===== config.mk =====
export PLATFORM = sky130hd
export DESIGN_NAME = pov_column_fetcher
export DESIGN_NICKNAME = d
export VERILOG_FILES = /design/src/rtl/pov_column_fetcher.sv
export SDC_FILE = /design/constraint.sdc
export NUM_CORES = 1
export LEC_CHECK = 0
export ABC_AREA = 1
export BUFFER_PORTS_ARGS = -buffer_cell sky130_fd_sc_hd__buf_2
export CORE_MARGIN = 3
export CORE_UTILIZATION = 49
export DETAILED_ROUTE_END_ITERATION = 12
export PLACE_DENSITY = 0.86
export SLEW_MARGIN = 20
export SYNTH_ARGS = -nofsm -noshare
export SYNTH_HDL_FRONTEND = slang
export SYNTH_SLANG_ARGS = --single-unit

===== constraint.sdc =====
create_clock -name clk_i -period 1.95 [get_ports clk_i]
set_input_delay 0.2925 -clock clk_i [delete_from_list [all_inputs] [get_ports clk_i]]
set_output_delay 0.2925 -clock clk_i [all_outputs]
set_load 0.1 [all_outputs]

===== src/rtl/pov_column_fetcher.sv =====
// pov_column_fetcher: maps (angle, LED index) to a texture-ROM address and returns pixels with 3-cycle latency.
// Define POV_BRIGHTNESS_EN to scale each colour channel by (brightness+1)/256.
module pov_column_fetcher #(
  parameter int LED_COUNT  = 52,
  parameter int TEX_WIDTH  = 256,
  parameter int THETA_BITS = 6,
  parameter int NUM_FRAMES = 4,
  parameter int FRAME_DIV  = 8,
  parameter int PX_W       = $clog2(LED_COUNT),
  parameter int COL_W      = $clog2(TEX_WIDTH),
  parameter int ADDR_W     = $clog2(NUM_FRAMES*LED_COUNT*TEX_WIDTH),
  parameter int FI_W       = NUM_FRAMES > 1 ? $clog2(NUM_FRAMES) : 1
) (
  input  logic                  clk_i,
  input  logic                  reset_ni,
  input  logic [THETA_BITS-1:0] theta_i,
  input  logic                  rev_pulse_i,
  input  logic                  frame_start_i,
  input  logic                  px_req_i,
  input  logic [PX_W-1:0]       px_idx_i,
  input  logic [COL_W-1:0]      col_offset_i,
  input  logic [7:0]            brightness_i,
  output logic [ADDR_W-1:0]     rom_addr_o,
  input  logic [23:0]           rom_data_i,
  output logic                  px_valid_o,
  output logic [23:0]           px_data_o,
  output logic [FI_W-1:0]       frame_idx_o
);
  localparam int RC_W = FRAME_DIV > 1 ? $clog2(FRAME_DIV) : 1;
  localparam logic [ADDR_W-1:0] FRAME_SZ = ADDR_W'(LED_COUNT*TEX_WIDTH);
  logic [COL_W-1:0] col_q, col_d;
  logic [RC_W-1:0] rev_q, rev_d;
  logic [FI_W-1:0] frame_q, frame_d;
  logic [ADDR_W-1:0] addr_q, addr_d;
  logic [23:0] data_q, data_d, scaled;
  logic [THETA_BITS+COL_W-1:0] prod;
  logic [PX_W-1:0] idx_c;
  logic v1_q, oob1_q, v2_q, oob2_q, valid_q, oob_c, rev_wrap;
`ifdef POV_BRIGHTNESS_EN
  function automatic logic [7:0] scl(input logic [7:0] c, input logic [7:0] b);
    logic [15:0] p;
    p = {8'd0, c} * ({8'd0, b} + 16'd1);
    return p[15:8];
  endfunction
  assign scaled = {scl(rom_data_i[23:16], brightness_i), scl(rom_data_i[15:8], brightness_i),
                   scl(rom_data_i[7:0], brightness_i)};
`else
  logic unused_brightness;
  assign unused_brightness = ^brightness_i;
  assign scaled = rom_data_i;
`endif
  always_comb begin
    prod = (THETA_BITS+COL_W)'(theta_i) << COL_W;
    col_d = frame_start_i ? COL_W'(prod >> THETA_BITS) + col_offset_i : col_q;
    rev_wrap = rev_q == RC_W'(FRAME_DIV-1);
    rev_d = !rev_pulse_i ? rev_q : rev_wrap ? '0 : rev_q + 1'b1;
    frame_d = !(rev_pulse_i && rev_wrap) ? frame_q
            : frame_q == FI_W'(NUM_FRAMES-1) ? '0 : frame_q + 1'b1;
    oob_c = {1'b0, px_idx_i} >= (PX_W+1)'(LED_COUNT);
    idx_c = oob_c ? PX_W'(LED_COUNT-1) : px_idx_i;
    // col_d, not col_q: a request coinciding with frame_start sees the new column
    addr_d = px_req_i ? ADDR_W'(frame_q) * FRAME_SZ + (ADDR_W'(idx_c) << COL_W) + ADDR_W'(col_d) : addr_q;
    data_d = v2_q ? (oob2_q ? '0 : scaled) : data_q;
  end
  always_ff @(posedge clk_i or negedge reset_ni) begin
    if (!reset_ni) begin
      col_q <= '0;
      rev_q <= '0;
      frame_q <= '0;
      addr_q <= '0;
      v1_q <= 1'b0;
      oob1_q <= 1'b0;
      v2_q <= 1'b0;
      oob2_q <= 1'b0;
      valid_q <= 1'b0;
      data_q <= '0;
    end else begin
      col_q <= col_d;
      rev_q <= rev_d;
      frame_q <= frame_d;
      addr_q <= addr_d;
      v1_q <= px_req_i;
      oob1_q <= oob_c;
      v2_q <= v1_q;
      oob2_q <= oob1_q;
      valid_q <= v2_q;
      data_q <= data_d;
    end
  end
  assign rom_addr_o = addr_q;
  assign px_valid_o = valid_q;
  assign px_data_o = data_q;
  assign frame_idx_o = frame_q;
endmodule


==> metrics.json, run 1 <==
{
  "post-synth-top-count-cell": {"value": "sky130_fd_sc_hd__dfrtp_1"},
  "place.port_buffers": {"value": 91},
  "initial_utilization": {"value": 51.55, "unit": "%"},
  "slew_headroom": {"value": 54.46, "unit": "%"},
  "layout.area.seq": {"value": 0.001456, "unit": "mm²"},
  "rsz0062_at_grt": {"value": "false"},
  "synth.largest_area_cell": {"value": "sky130_fd_sc_hd__dfrtp_1"},
  "detailedRoute.firstIterationViolations": {"value": 77},
  "postSynthNetCount": {"value": 365},
  "dpl_cell_area": {"value": 0.003217, "unit": "mm²"},
  "grt_max_degree": {"value": 50},
  "via_count_of_the_first_global_routing_pass": {"value": 2180},
  "routed_wirelength": {"value": 5624, "unit": "µm"},
  "synth_area_leaders": {"value": "sky130_fd_sc_hd__dfrtp_1, sky130_fd_sc_hd__nand2_1, sky130_fd_sc_hd__nand3_1"},
  "timing_hold_violations_final": {"value": 0},
  "drive_above_1_share": {"value": 30.36, "unit": "%"},
  "timing.max_cap.violations": {"value": 0},
  "grt_pass1_wl": {"value": 9425, "unit": "µm"},
  "grt_usage": {"value": 19.10, "unit": "%"},
  "worst_slew_pin_tran": {"value": 0.6824, "unit": "ns"},
  "maxSlewViolCount": {"value": 0},
  "count_of_antenna_diodes_in_the_layout": {"value": 0},
  "max_clock_buf_depth": {"value": 2},
  "max_freq": {"value": 563.0, "unit": "MHz"},
  "ctsRootBufferMaster": {"value": "sky130_fd_sc_hd__clkbuf_8"},
  "critical-path-top-delay-family": {"value": "adder cells"},
  "place.gp.congestion": {"value": 0.8512},
  "worst_hold_slack": {"value": 0.2040, "unit": "ns"},
  "timing.critical_path.slowest_cell_delay": {"value": 0.45, "unit": "ns"},
  "worstPathArrival": {"value": 1.99, "unit": "ns"},
  "synth-seq-cells": {"value": 58},
  "clock_sink_count": {"value": 58},
  "clock_insertion_delay_worst_skew": {"value": 0.32, "unit": "ns"},
  "slowest_library_cell_on_the_worst_path": {"value": "sky130_fd_sc_hd__dfrtp_4"},
  "post_route_design_area": {"value": 0.003443, "unit": "mm²"},
  "synth_edf_count": {"value": 0},
  "viasPerCell": {"value": 4.857},
  "row_count": {"value": 26},
  "crit_required": {"value": 2.16, "unit": "ns"},
  "critical_path.cell_chain": {"value": "inv_1, ha_4, inv_1, ha_4, nand2_1, or2_1, nand3_1, nand2_1, nand3_1, nand2_1"},
  "finalCritPeriodShare": {"value": 91.09, "unit": "%"},
  "synth_top_flop_cell": {"value": "sky130_fd_sc_hd__dfrtp_1"},
  "async_flop_share": {"value": 100.0, "unit": "%"},
  "power.static_leakage": {"value": 1.852, "unit": "nW"},
  "wl_per_cell": {"value": 12.17, "unit": "µm"},
  "fp.dieArea": {"value": 0.006362, "unit": "mm²"},
  "vias": {"value": 2244},
  "drtAntennaViolNets": {"value": 0},
  "yosysTopAreaCellShare": {"value": 54.43, "unit": "%"},
  "fp.coreArea": {"value": 0.005172, "unit": "mm²"},
  "placed_cells": {"value": 446},
  "irDropWorstVdd": {"value": 0.001681, "unit": "V"},
  "floorplan.die.width": {"value": 79.77, "unit": "µm"},
  "hp-class": {"value": "in -> reg"},
  "ys_types": {"value": 23},
  "setup-tns-final": {"value": 0, "unit": "ns"},
  "critical_path.endpoint_type": {"value": "flip-flop"},
  "flow.area_growth_from_synthesis": {"value": 29.14, "unit": "%"},
  "report.final.setup_viol": {"value": 0},
  "num-nets-final": {"value": 461},
  "synthTopCellsByCount": {"value": "sky130_fd_sc_hd__dfrtp_1, sky130_fd_sc_hd__nand2_1, sky130_fd_sc_hd__inv_1"},
  "final.fill_count": {"value": 424},
  "reg_clk_slew_reported_paths": {"value": 0.06, "unit": "ns"},
  "postLayoutCoreUtil": {"value": 66.57, "unit": "%"},
  "timing.critical_path.mode_cell": {"value": "sky130_fd_sc_hd__nand2_1"},
  "grt_remaining_overflow": {"value": 0},
  "synthCells": {"value": 292},
  "synth_sequential_area_ratio": {"value": 54.43, "unit": "%"},
  "fin_clk_skew": {"value": 0.006601, "unit": "ns"},
  "crit_buf_inv": {"value": 2},
  "syn_area_per_cell": {"value": 9.131, "unit": "µm²"},
  "worst-setup-path-type": {"value": "reg -> reg"},
  "post_synth_instance_area": {"value": 0.002666, "unit": "mm²"},
  "layout.cells.non_filler": {"value": 462},
  "io_pins": {"value": 100},
  "run_status": {"value": "finished clean"},
  "cts_tree": {"value": "yes"},
  "setup.worst_path.start_class": {"value": "flip-flop"},
  "final.min_clock_period": {"value": 1.776, "unit": "ns"},
  "die-height": {"value": 79.77, "unit": "µm"},
  "critical_path.max_fanout": {"value": 7},
  "power_density": {"value": 1388, "unit": "mW/mm²"},
  "detailedRoute.firstPassIterationCount": {"value": 4},
  "h_tree_depth_reported_by_cts": {"value": 3},
  "cts_made_buffers": {"value": 9},
  "route.detailed.drc": {"value": 0},
  "detailedPlacementHpwl": {"value": 4246, "unit": "µm"},
  "grt_antenna_before_repair": {"value": 0},
  "synth.yosys.warnings": {"value": 0},
  "multi_input_comb_area": {"value": 0.001022, "unit": "mm²"}
}
==> routing by layer <==
metal  vias up  GRT usage, %  wire [µm]
met4         0         7.770         77
met2        73         33.56       2717
met5         -             0          0
met3         8         4.740        406
met1      1032         22.23       2423
li1       1131             -          -
==> repair_timing <==
| action | 4_1_cts | 5_1_grt |
|---|---|---|
| setup buffers | 0 | 0 |
| endpoints found under the hold margin | 13 | 0 |
| hold buffers | 1 | 0 |
| endpoints found under the setup margin | 0 | 2 |
| resized for setup | 0 | 1 |
==> metrics by stage <==
| step | power (W) | setup WS, ns |
|---|---|---|
| floorplan | 0.003256 | 0.0007331 |
| global placement | 0.003622 | 0.1343 |
| detailed placement | 0.003671 | 0.05840 |
| CTS | 0.004798 | 0.1628 |
| global route | 0.005042 | 0.02116 |
| finish | 0.004778 | 0.1738 |
==> worst register-to-register path, cell delays in order (launching register included) <==
cell and delay [ns]:
sky130_fd_sc_hd__dfrtp_4 0.45, sky130_fd_sc_hd__inv_1 0.09, sky130_fd_sc_hd__ha_4 0.27, sky130_fd_sc_hd__inv_1 0.06, sky130_fd_sc_hd__ha_4 0.29, sky130_fd_sc_hd__nand2_1 0.06, sky130_fd_sc_hd__or2_1 0.24, sky130_fd_sc_hd__nand3_1 0.07
sky130_fd_sc_hd__nand2_1 0.05, sky130_fd_sc_hd__nand3_1 0.06, sky130_fd_sc_hd__nand2_1 0.05
==> state kept, by name, summed over array words and instances (netlist names) <==
signal       flops
px_data_o       24
rom_addr_o      16
col_q            8
rev_q            3
frame_idx_o      2
oob1_q           1
oob2_q           1
px_valid_o       1
v1_q             1
v2_q             1
==> report_power, final <==
group          switching (W)  leakage [nW]  total, W  internal, W
registers           0.000143         0.701   0.00157      0.00142
clock network       0.000422         0.106   0.00111     0.000686
logic                0.00163          1.04   0.00210     0.000475
total                0.00219          1.85   0.00478      0.00258
==> layout make-up <==
type                    instances  area share (%)
flip-flops and latches         58           42.30
repair buffers                 97           14.97
clock inverters                 2           1.017
clock buffers                  13           4.906
well taps                      70           2.544
multi-input cells             180           29.69
inverters                      42           4.578
==> logic make-up (layout without fill, tap and decap cells) <==
logic type               count (synthesis)  count (layout)  share of synthesized area [%]
flip-flops                              58              58                          54.43
multiplexers                             2               2                         0.8446
AO/OA/AOI/OAI                           50              50                          9.713
buffers and inverters                   54             154                          8.165
AND/OR/NAND/NOR                        109             109                          17.78
XOR/XNOR                                 3               3                         0.9856
adder cells (fa/ha/maj)                 16              16                          8.071
==> cell usage in the layout, fill, tap and decap left out, drive strengths merged <==
| master | count |
|---|---|
| o21ai | 32 |
| fa | 2 |
| buf | 96 |
| mux2 | 2 |
| a21oi | 14 |
| xor2 | 1 |
| bufinv | 1 |
| clkinv | 1 |
| nand2 | 51 |
| xnor2 | 2 |
| or2 | 3 |
| nand3 | 38 |
| clkbuf | 13 |
| ha | 14 |
| dlygate4sd3 | 1 |
| nand4 | 2 |
| a31oi | 4 |
| nor2 | 13 |
| inv | 42 |
| dfrtp | 58 |
| and2 | 2 |
==> final timing paths <==
check	slack, ns	startpoint	to	depth (start not counted)
max in group asynchronous	0.99	reset_ni	rom_addr_o[12]	3
worst max register to register	0.17	frame_idx_o[0]	rom_addr_o[15]	10
worst max-delay path	0.17	frame_idx_o[0]	rom_addr_o[15]	10
worst min-delay path	0.20	col_offset_i[0]	col_q[0]	3
worst min register to register	0.34	oob1_q	oob2_q	0
min in group asynchronous	0.41	reset_ni	px_data_o[18]	2
(Power assumes the default switching activity.)
==> run 2, diff against run 1 <==
Settings changed: ABC_AREA 1 to not set, CORE_UTILIZATION 49 to 53, PLACE_DENSITY 0.86 to 0.91.
Clock period 1.95 ns to 2.2 ns, I/O delays scaled along.
==> metrics.json, run 2 <==
{
  "run_status": {"value": "finished clean"},
  "viasPerCell": {"value": 5.038},
  "fp.coreArea": {"value": 0.004817, "unit": "mm²"},
  "worst_slew_pin_tran": {"value": 0.6326, "unit": "ns"},
  "placed_cells": {"value": 401},
  "most-common-layout-cells": {"value": "sky130_fd_sc_hd__buf_2, sky130_fd_sc_hd__dfrtp_1, sky130_fd_sc_hd__inv_1"},
  "setup-tns-final": {"value": 0, "unit": "ns"},
  "synthTopCellsByCount": {"value": "sky130_fd_sc_hd__dfrtp_1, sky130_fd_sc_hd__inv_1, sky130_fd_sc_hd__o21ai_0"},
  "grt_usage": {"value": 20.06, "unit": "%"},
  "layout.cells.non_filler": {"value": 417},
  "synth_sequential_area_ratio": {"value": 53.83, "unit": "%"},
  "vias": {"value": 2101},
  "post_route_design_area": {"value": 0.003435, "unit": "mm²"},
  "grt_antenna_before_repair": {"value": 0},
  "finalCritPeriodShare": {"value": 86.55, "unit": "%"},
  "cts_tree": {"value": "yes"},
  "timing.max_cap.violations": {"value": 0},
  "clock_insertion_delay_worst_skew": {"value": 0.32, "unit": "ns"},
  "fin_clk_skew": {"value": 0.006559, "unit": "ns"},
  "synth.largest_area_cell": {"value": "sky130_fd_sc_hd__dfrtp_1"},
  "max_clock_buf_depth": {"value": 2},
  "route.detailed.drc": {"value": 0},
  "ys_types": {"value": 27},
  "synthCells": {"value": 253},
  "initial_utilization": {"value": 55.97, "unit": "%"},
  "ctsRootBufferMaster": {"value": "sky130_fd_sc_hd__clkbuf_8"},
  "detailedRoute.firstIterationViolations": {"value": 68},
  "synth.yosys.warnings": {"value": 0},
  "rsz0062_at_grt": {"value": "false"},
  "maxSlewViolCount": {"value": 0},
  "post-synth-top-count-cell": {"value": "sky130_fd_sc_hd__dfrtp_1"},
  "crit_required": {"value": 2.40, "unit": "ns"},
  "async_flop_share": {"value": 100.0, "unit": "%"},
  "die-height": {"value": 77.33, "unit": "µm"},
  "reg_clk_slew_reported_paths": {"value": 0.07, "unit": "ns"},
  "final_common_cell": {"value": "sky130_fd_sc_hd__buf_2"},
  "syn_area_per_cell": {"value": 10.66, "unit": "µm²"},
  "via_count_of_the_first_global_routing_pass": {"value": 2132},
  "synth_edf_count": {"value": 0},
  "cts_resized": {"value": 0},
  "place.port_buffers": {"value": 91},
  "drtAntennaViolNets": {"value": 0},
  "power_density": {"value": 1262, "unit": "mW/mm²"},
  "max_freq": {"value": 525.2, "unit": "MHz"},
  "synth_top_flop_cell": {"value": "sky130_fd_sc_hd__dfrtp_1"},
  "worst_hold_slack": {"value": 0.02704, "unit": "ns"},
  "p_total": {"value": 0.004334, "unit": "W"},
  "hp-class": {"value": "in -> async"},
  "place.gp.congestion": {"value": 0.7769},
  "routed_wirelength": {"value": 5632, "unit": "µm"},
  "clock_sink_count": {"value": 58},
  "setup.worst_path.start_class": {"value": "flip-flop"},
  "postSynthNetCount": {"value": 326},
  "final.fill_count": {"value": 358},
  "worstPathArrival": {"value": 2.11, "unit": "ns"},
  "wl_per_cell": {"value": 13.51, "unit": "µm"},
  "flow.area_growth_from_synthesis": {"value": 27.38, "unit": "%"},
  "synth-seq-cells": {"value": 58},
  "floorplan.die.width": {"value": 77.33, "unit": "µm"},
  "count_of_antenna_diodes_in_the_layout": {"value": 0},
  "largest_reg_flops": {"value": 24},
  "h_tree_depth_reported_by_cts": {"value": 3},
  "irDropWorstVdd": {"value": 0.0009691, "unit": "V"},
  "timing_hold_violations_final": {"value": 0},
  "hold_buffers": {"value": 0},
  "yosysTopAreaCellShare": {"value": 53.83, "unit": "%"},
  "final.min_clock_period": {"value": 1.904, "unit": "ns"},
  "io_pins": {"value": 100},
  "cts_made_buffers": {"value": 9},
  "dpl_cell_area": {"value": 0.003216, "unit": "mm²"},
  "critical_path.max_fanout": {"value": 8},
  "grt_pass1_wl": {"value": 9542, "unit": "µm"},
  "report.final.setup_viol": {"value": 0},
  "grt_remaining_overflow": {"value": 0},
  "row_count": {"value": 25},
  "grt_max_degree": {"value": 50},
  "detailedPlacementHpwl": {"value": 4190, "unit": "µm"},
  "post_synth_instance_area": {"value": 0.002696, "unit": "mm²"},
  "synth_area_leaders": {"value": "sky130_fd_sc_hd__dfrtp_1, sky130_fd_sc_hd__nand3b_1, sky130_fd_sc_hd__ha_1"},
  "detailedRoute.firstPassIterationCount": {"value": 4},
  "num-nets-final": {"value": 418},
  "critical_path.endpoint_type": {"value": "flip-flop"},
  "worst-setup-path-type": {"value": "reg -> reg"},
  "drive_above_1_share": {"value": 35.14, "unit": "%"},
  "slew_headroom": {"value": 57.83, "unit": "%"},
  "fp.dieArea": {"value": 0.005979, "unit": "mm²"},
  "power.static_leakage": {"value": 1.770, "unit": "nW"},
  "post_cts_buffers": {"value": 0}
}
-- run 2: cell types whose count changed after synthesis, moves of 3 or more --
cell | before | now
sky130_fd_sc_hd__a21o_1 | 0 | 6
sky130_fd_sc_hd__nand2_1 | 51 | 5
sky130_fd_sc_hd__nand3_1 | 38 | 1
sky130_fd_sc_hd__o31ai_1 | 0 | 3
sky130_fd_sc_hd__clkbuf_1 | 3 | 7
sky130_fd_sc_hd__a31oi_1 | 4 | 0
sky130_fd_sc_hd__nor3_1 | 0 | 4
sky130_fd_sc_hd__xor2_1 | 1 | 4
sky130_fd_sc_hd__nand3b_1 | 0 | 26
sky130_fd_sc_hd__nor2_1 | 13 | 22
sky130_fd_sc_hd__inv_1 | 42 | 32
sky130_fd_sc_hd__mux2_2 | 2 | 12
-- run 2: final timing paths --
check                               start              to  slack [ns]  depth (start not counted)
max                        frame_idx_o[0]  rom_addr_o[14]        0.30                          6
min                              reset_ni   px_data_o[18]        0.03                          1
max reg2reg                frame_idx_o[0]  rom_addr_o[14]        0.30                          6
min reg2reg                        oob1_q          oob2_q        0.35                          0
max in group asynchronous        reset_ni   rom_addr_o[2]        1.57                          2
min in group clk_i         rom_data_i[19]   px_data_o[19]        0.25                          3
-- run 2: layout make-up --
cell class	instances	area (µm²)	area share, %
Inverter	32	120.1	3.497
Tap cell	67	83.83	2.441
Clock inverter	5	77.57	2.259
Clock buffer	11	141.4	4.117
Sequential cell	58	1454	42.33
Multi-Input combinational cell	151	1075	31.29
Timing Repair Buffer	93	483.0	14.06
-- run 2: metal layers --
metal	vias up	global-route usage [%]	wire, µm
met5	-	0	0
met4	0	7.473	99
li1	1029	-	-
met1	990	25.19	2440
met2	70	32.04	2741
met3	12	6.925	350
-- run 2: through the flow --
step           worst slack (ns)  util [%]
6_report                 0.2959     71.30
5_1_grt                  0.1588     71.30
2_1_floorplan           0.07622         -
4_1_cts                  0.2971     71.30
3_5_place_dp             0.1435     66.75
3_3_place_gp             0.1760     66.75
-- run 2: power by group --
group	leakage (nW)	internal (W)	switching [W]
Clock	0.109	0.000665	0.000396
Sequential	0.698	0.00127	0.000134
Combinational	0.963	0.000425	0.00144
-- run 2: critical path, cell delays in order, from the launching register on --
cell and delay (ns):
sky130_fd_sc_hd__dfrtp_2 0.47, sky130_fd_sc_hd__ha_1 0.25, sky130_fd_sc_hd__fa_1 0.41, sky130_fd_sc_hd__a21oi_1 0.15, sky130_fd_sc_hd__o21ai_0 0.10, sky130_fd_sc_hd__xor2_1 0.15
sky130_fd_sc_hd__mux2_2 0.26
-- run 2: cells by family after synthesis --
kind of cell | Yosys count | synth area share, %
compound gates | 51 | 10.67
xor+xnor | 7 | 2.274
fa+ha+maj | 16 | 7.982
buf+inv | 44 | 6.311
flops | 58 | 53.83
mux | 14 | 5.754
simple gates | 63 | 13.18
==> run 3, diff against run 2 <==
Settings changed: CELL_PAD_IN_SITES_DETAIL_PLACEMENT set to 1, CELL_PAD_IN_SITES_GLOBAL_PLACEMENT set to 1, CORE_UTILIZATION 53 to 40.
==> metrics.json, run 3 (synthesis gave the netlist of run 2 again) <==
{
  "r2r_cells": {"value": 8},
  "layout.cells.non_filler": {"value": 427},
  "io_pins": {"value": 100},
  "fp.coreArea": {"value": 0.006459, "unit": "mm²"},
  "clock_sink_count": {"value": 58},
  "row_count": {"value": 29},
  "drive_above_1_share": {"value": 35.43, "unit": "%"},
  "route.detailed.drc": {"value": 0},
  "routed_wirelength": {"value": 6393, "unit": "µm"},
  "finalCritPeriodShare": {"value": 88.42, "unit": "%"},
  "fraction_of_power_consumed_by_combinational_cells": {"value": 45.6, "unit": "%"},
  "vias": {"value": 2133},
  "netSwitchingPower": {"value": 0.002040, "unit": "W"},
  "timing.critical_path.to": {"value": "rom_addr_o[14]"},
  "final.min_clock_period": {"value": 1.945, "unit": "ns"},
  "h_tree_depth_reported_by_cts": {"value": 3},
  "reg_clk_slew_reported_paths": {"value": 0.07, "unit": "ns"},
  "final_common_cell": {"value": "sky130_fd_sc_hd__buf_2"},
  "critical_path.startpoint": {"value": "frame_idx_o[0]"},
  "slew_headroom": {"value": 59.89, "unit": "%"},
  "cts_tree": {"value": "yes"},
  "timing_hold_violations_final": {"value": 0},
  "cts_resized": {"value": 0},
  "fin_clk_skew": {"value": 0.01082, "unit": "ns"},
  "power_density": {"value": 1219, "unit": "mW/mm²"},
  "via_count_of_the_first_global_routing_pass": {"value": 2298},
  "max_clock_buf_depth": {"value": 2},
  "reg2reg_from": {"value": "frame_idx_o[0]"},
  "worstPathArrival": {"value": 2.16, "unit": "ns"},
  "num-nets-final": {"value": 418},
  "grt_max_degree": {"value": 50},
  "grt_antenna_before_repair": {"value": 0},
  "cts_made_buffers": {"value": 9},
  "detailedRoute.firstIterationViolations": {"value": 35},
  "power.static_leakage": {"value": 1.742, "unit": "nW"},
  "detailedRoute.firstPassIterationCount": {"value": 4},
  "final.fill_count": {"value": 770},
  "critical_path.cell_chain": {"value": "inv_1, ha_1, inv_1, ha_1, inv_1, o21ai_0, xor2_1, mux2_2"},
  "grt_usage": {"value": 17.24, "unit": "%"},
  "crit_buf_inv": {"value": 3},
  "timing.critical_path.slowest_cell_delay": {"value": 0.44, "unit": "ns"},
  "intPower": {"value": 0.002100, "unit": "W"},
  "run_status": {"value": "finished clean"},
  "maxSlewViolCount": {"value": 0},
  "pwr-share-clk": {"value": 20.5, "unit": "%"},
  "slowest_library_cell_on_the_worst_path": {"value": "sky130_fd_sc_hd__dfrtp_2"},
  "report.final.setup_viol": {"value": 0},
  "wl_per_cell": {"value": 14.97, "unit": "µm"},
  "postLayoutCoreUtil": {"value": 52.62, "unit": "%"},
  "setup-tns-final": {"value": 0, "unit": "ns"},
  "worst_slew_pin_tran": {"value": 0.6017, "unit": "ns"},
  "flow.area_growth_from_synthesis": {"value": 26.03, "unit": "%"},
  "floorplan.die.width": {"value": 88.10, "unit": "µm"},
  "viasPerCell": {"value": 4.995},
  "drtAntennaViolNets": {"value": 0},
  "fp.dieArea": {"value": 0.007762, "unit": "mm²"},
  "placed_cells": {"value": 411},
  "power_switching_share": {"value": 49.27, "unit": "%"},
  "clock_insertion_delay_worst_skew": {"value": 0.33, "unit": "ns"},
  "p_total": {"value": 0.004141, "unit": "W"},
  "timing.max_cap.violations": {"value": 0},
  "detailedPlacementHpwl": {"value": 4794, "unit": "µm"},
  "ctsRootBufferMaster": {"value": "sky130_fd_sc_hd__clkbuf_8"},
  "max_freq": {"value": 514.1, "unit": "MHz"},
  "largest_reg_flops": {"value": 24},
  "worst_hold_slack": {"value": 0.005791, "unit": "ns"},
  "irDropWorstVdd": {"value": 0.0009402, "unit": "V"},
  "reg2reg_slack": {"value": 0.25, "unit": "ns"},
  "rsz0062_at_grt": {"value": "false"},
  "worst-setup-path-type": {"value": "reg -> reg"},
  "grt_pass1_wl": {"value": 10300, "unit": "µm"},
  "setup.worst_path.start_class": {"value": "flip-flop"},
  "critical_path.endpoint_type": {"value": "flip-flop"},
  "hp-class": {"value": "in -> async"},
  "crit-reg2reg-capture": {"value": "rom_addr_o[14]"},
  "initial_utilization": {"value": 41.75, "unit": "%"},
  "critical-path-top-delay-family": {"value": "adder cells"},
  "critical_path.max_fanout": {"value": 8},
  "post_cts_buffers": {"value": 0},
  "count_of_antenna_diodes_in_the_layout": {"value": 0},
  "hold_buffers": {"value": 0},
  "die-height": {"value": 88.10, "unit": "µm"},
  "grt_remaining_overflow": {"value": 0},
  "most-common-layout-cells": {"value": "sky130_fd_sc_hd__buf_2, sky130_fd_sc_hd__dfrtp_1, sky130_fd_sc_hd__inv_1"},
  "crit_required": {"value": 2.41, "unit": "ns"},
  "place.gp.congestion": {"value": 0.7366},
  "timing.critical_path.depth": {"value": 8},
  "place.port_buffers": {"value": 91},
  "power_frac_seq": {"value": 33.9, "unit": "%"},
  "timing.critical_path.mode_cell": {"value": "sky130_fd_sc_hd__inv_1"}
}
-- run 3: worst min-delay path by stage --
| stage | startpoint | end | slack (ns) |
|---|---|---|---|
| after floorplan | reset_ni | col_q[0] | 0.03 |
| after global placement | oob1_q | oob2_q | 0.33 |
| after detailed placement | oob1_q | oob2_q | 0.35 |
| after CTS | reset_ni | rev_q[0] | 0.01 |
| after global routing | reset_ni | rev_q[0] | 0.03 |
| final | reset_ni | rev_q[0] | 0.006 |
-- run 3: metrics by stage --
step | setup slack, ns | cell area (µm²)
after floorplan | 0.07622 | 2699
after global placement | 0.1673 | 3228
after detailed placement | 0.1364 | 3228
after CTS | 0.2558 | 3398
after global routing | 0.1222 | 3398
final | 0.2547 | 3398
-- run 3: power by group through the flow --
stage	Combinational, W	Clock [W]	Sequential (W)
after detailed placement	0.00190	0	0.00143
after global placement	0.00184	0	0.00141
after floorplan	0.000495	0	0.00244
final	0.00189	0.000848	0.00140
after global routing	0.00201	0.000924	0.00144
after CTS	0.00191	0.000874	0.00141
-- run 3: area by class of cell --
type / instances / area (µm²) / area share, %
clock inverters: 7 / 46.29 / 1.362
inverters: 32 / 120.1 / 3.535
flip-flops and latches: 58 / 1454 / 42.78
clock buffers: 9 / 123.9 / 3.645
well taps: 77 / 96.34 / 2.835
repair buffers: 93 / 483.0 / 14.21
multi-input cells: 151 / 1075 / 31.63
-- run 3: per-layer routing --
layer  vias up  global-route usage (%)  share of wire (%)
met5         -                       0                  0
met4         0                   7.418                1.4
met3         8                   4.139                5.3
met2        63                   31.44                 53
met1      1040                   19.04                 41
li1       1022                       -                  -
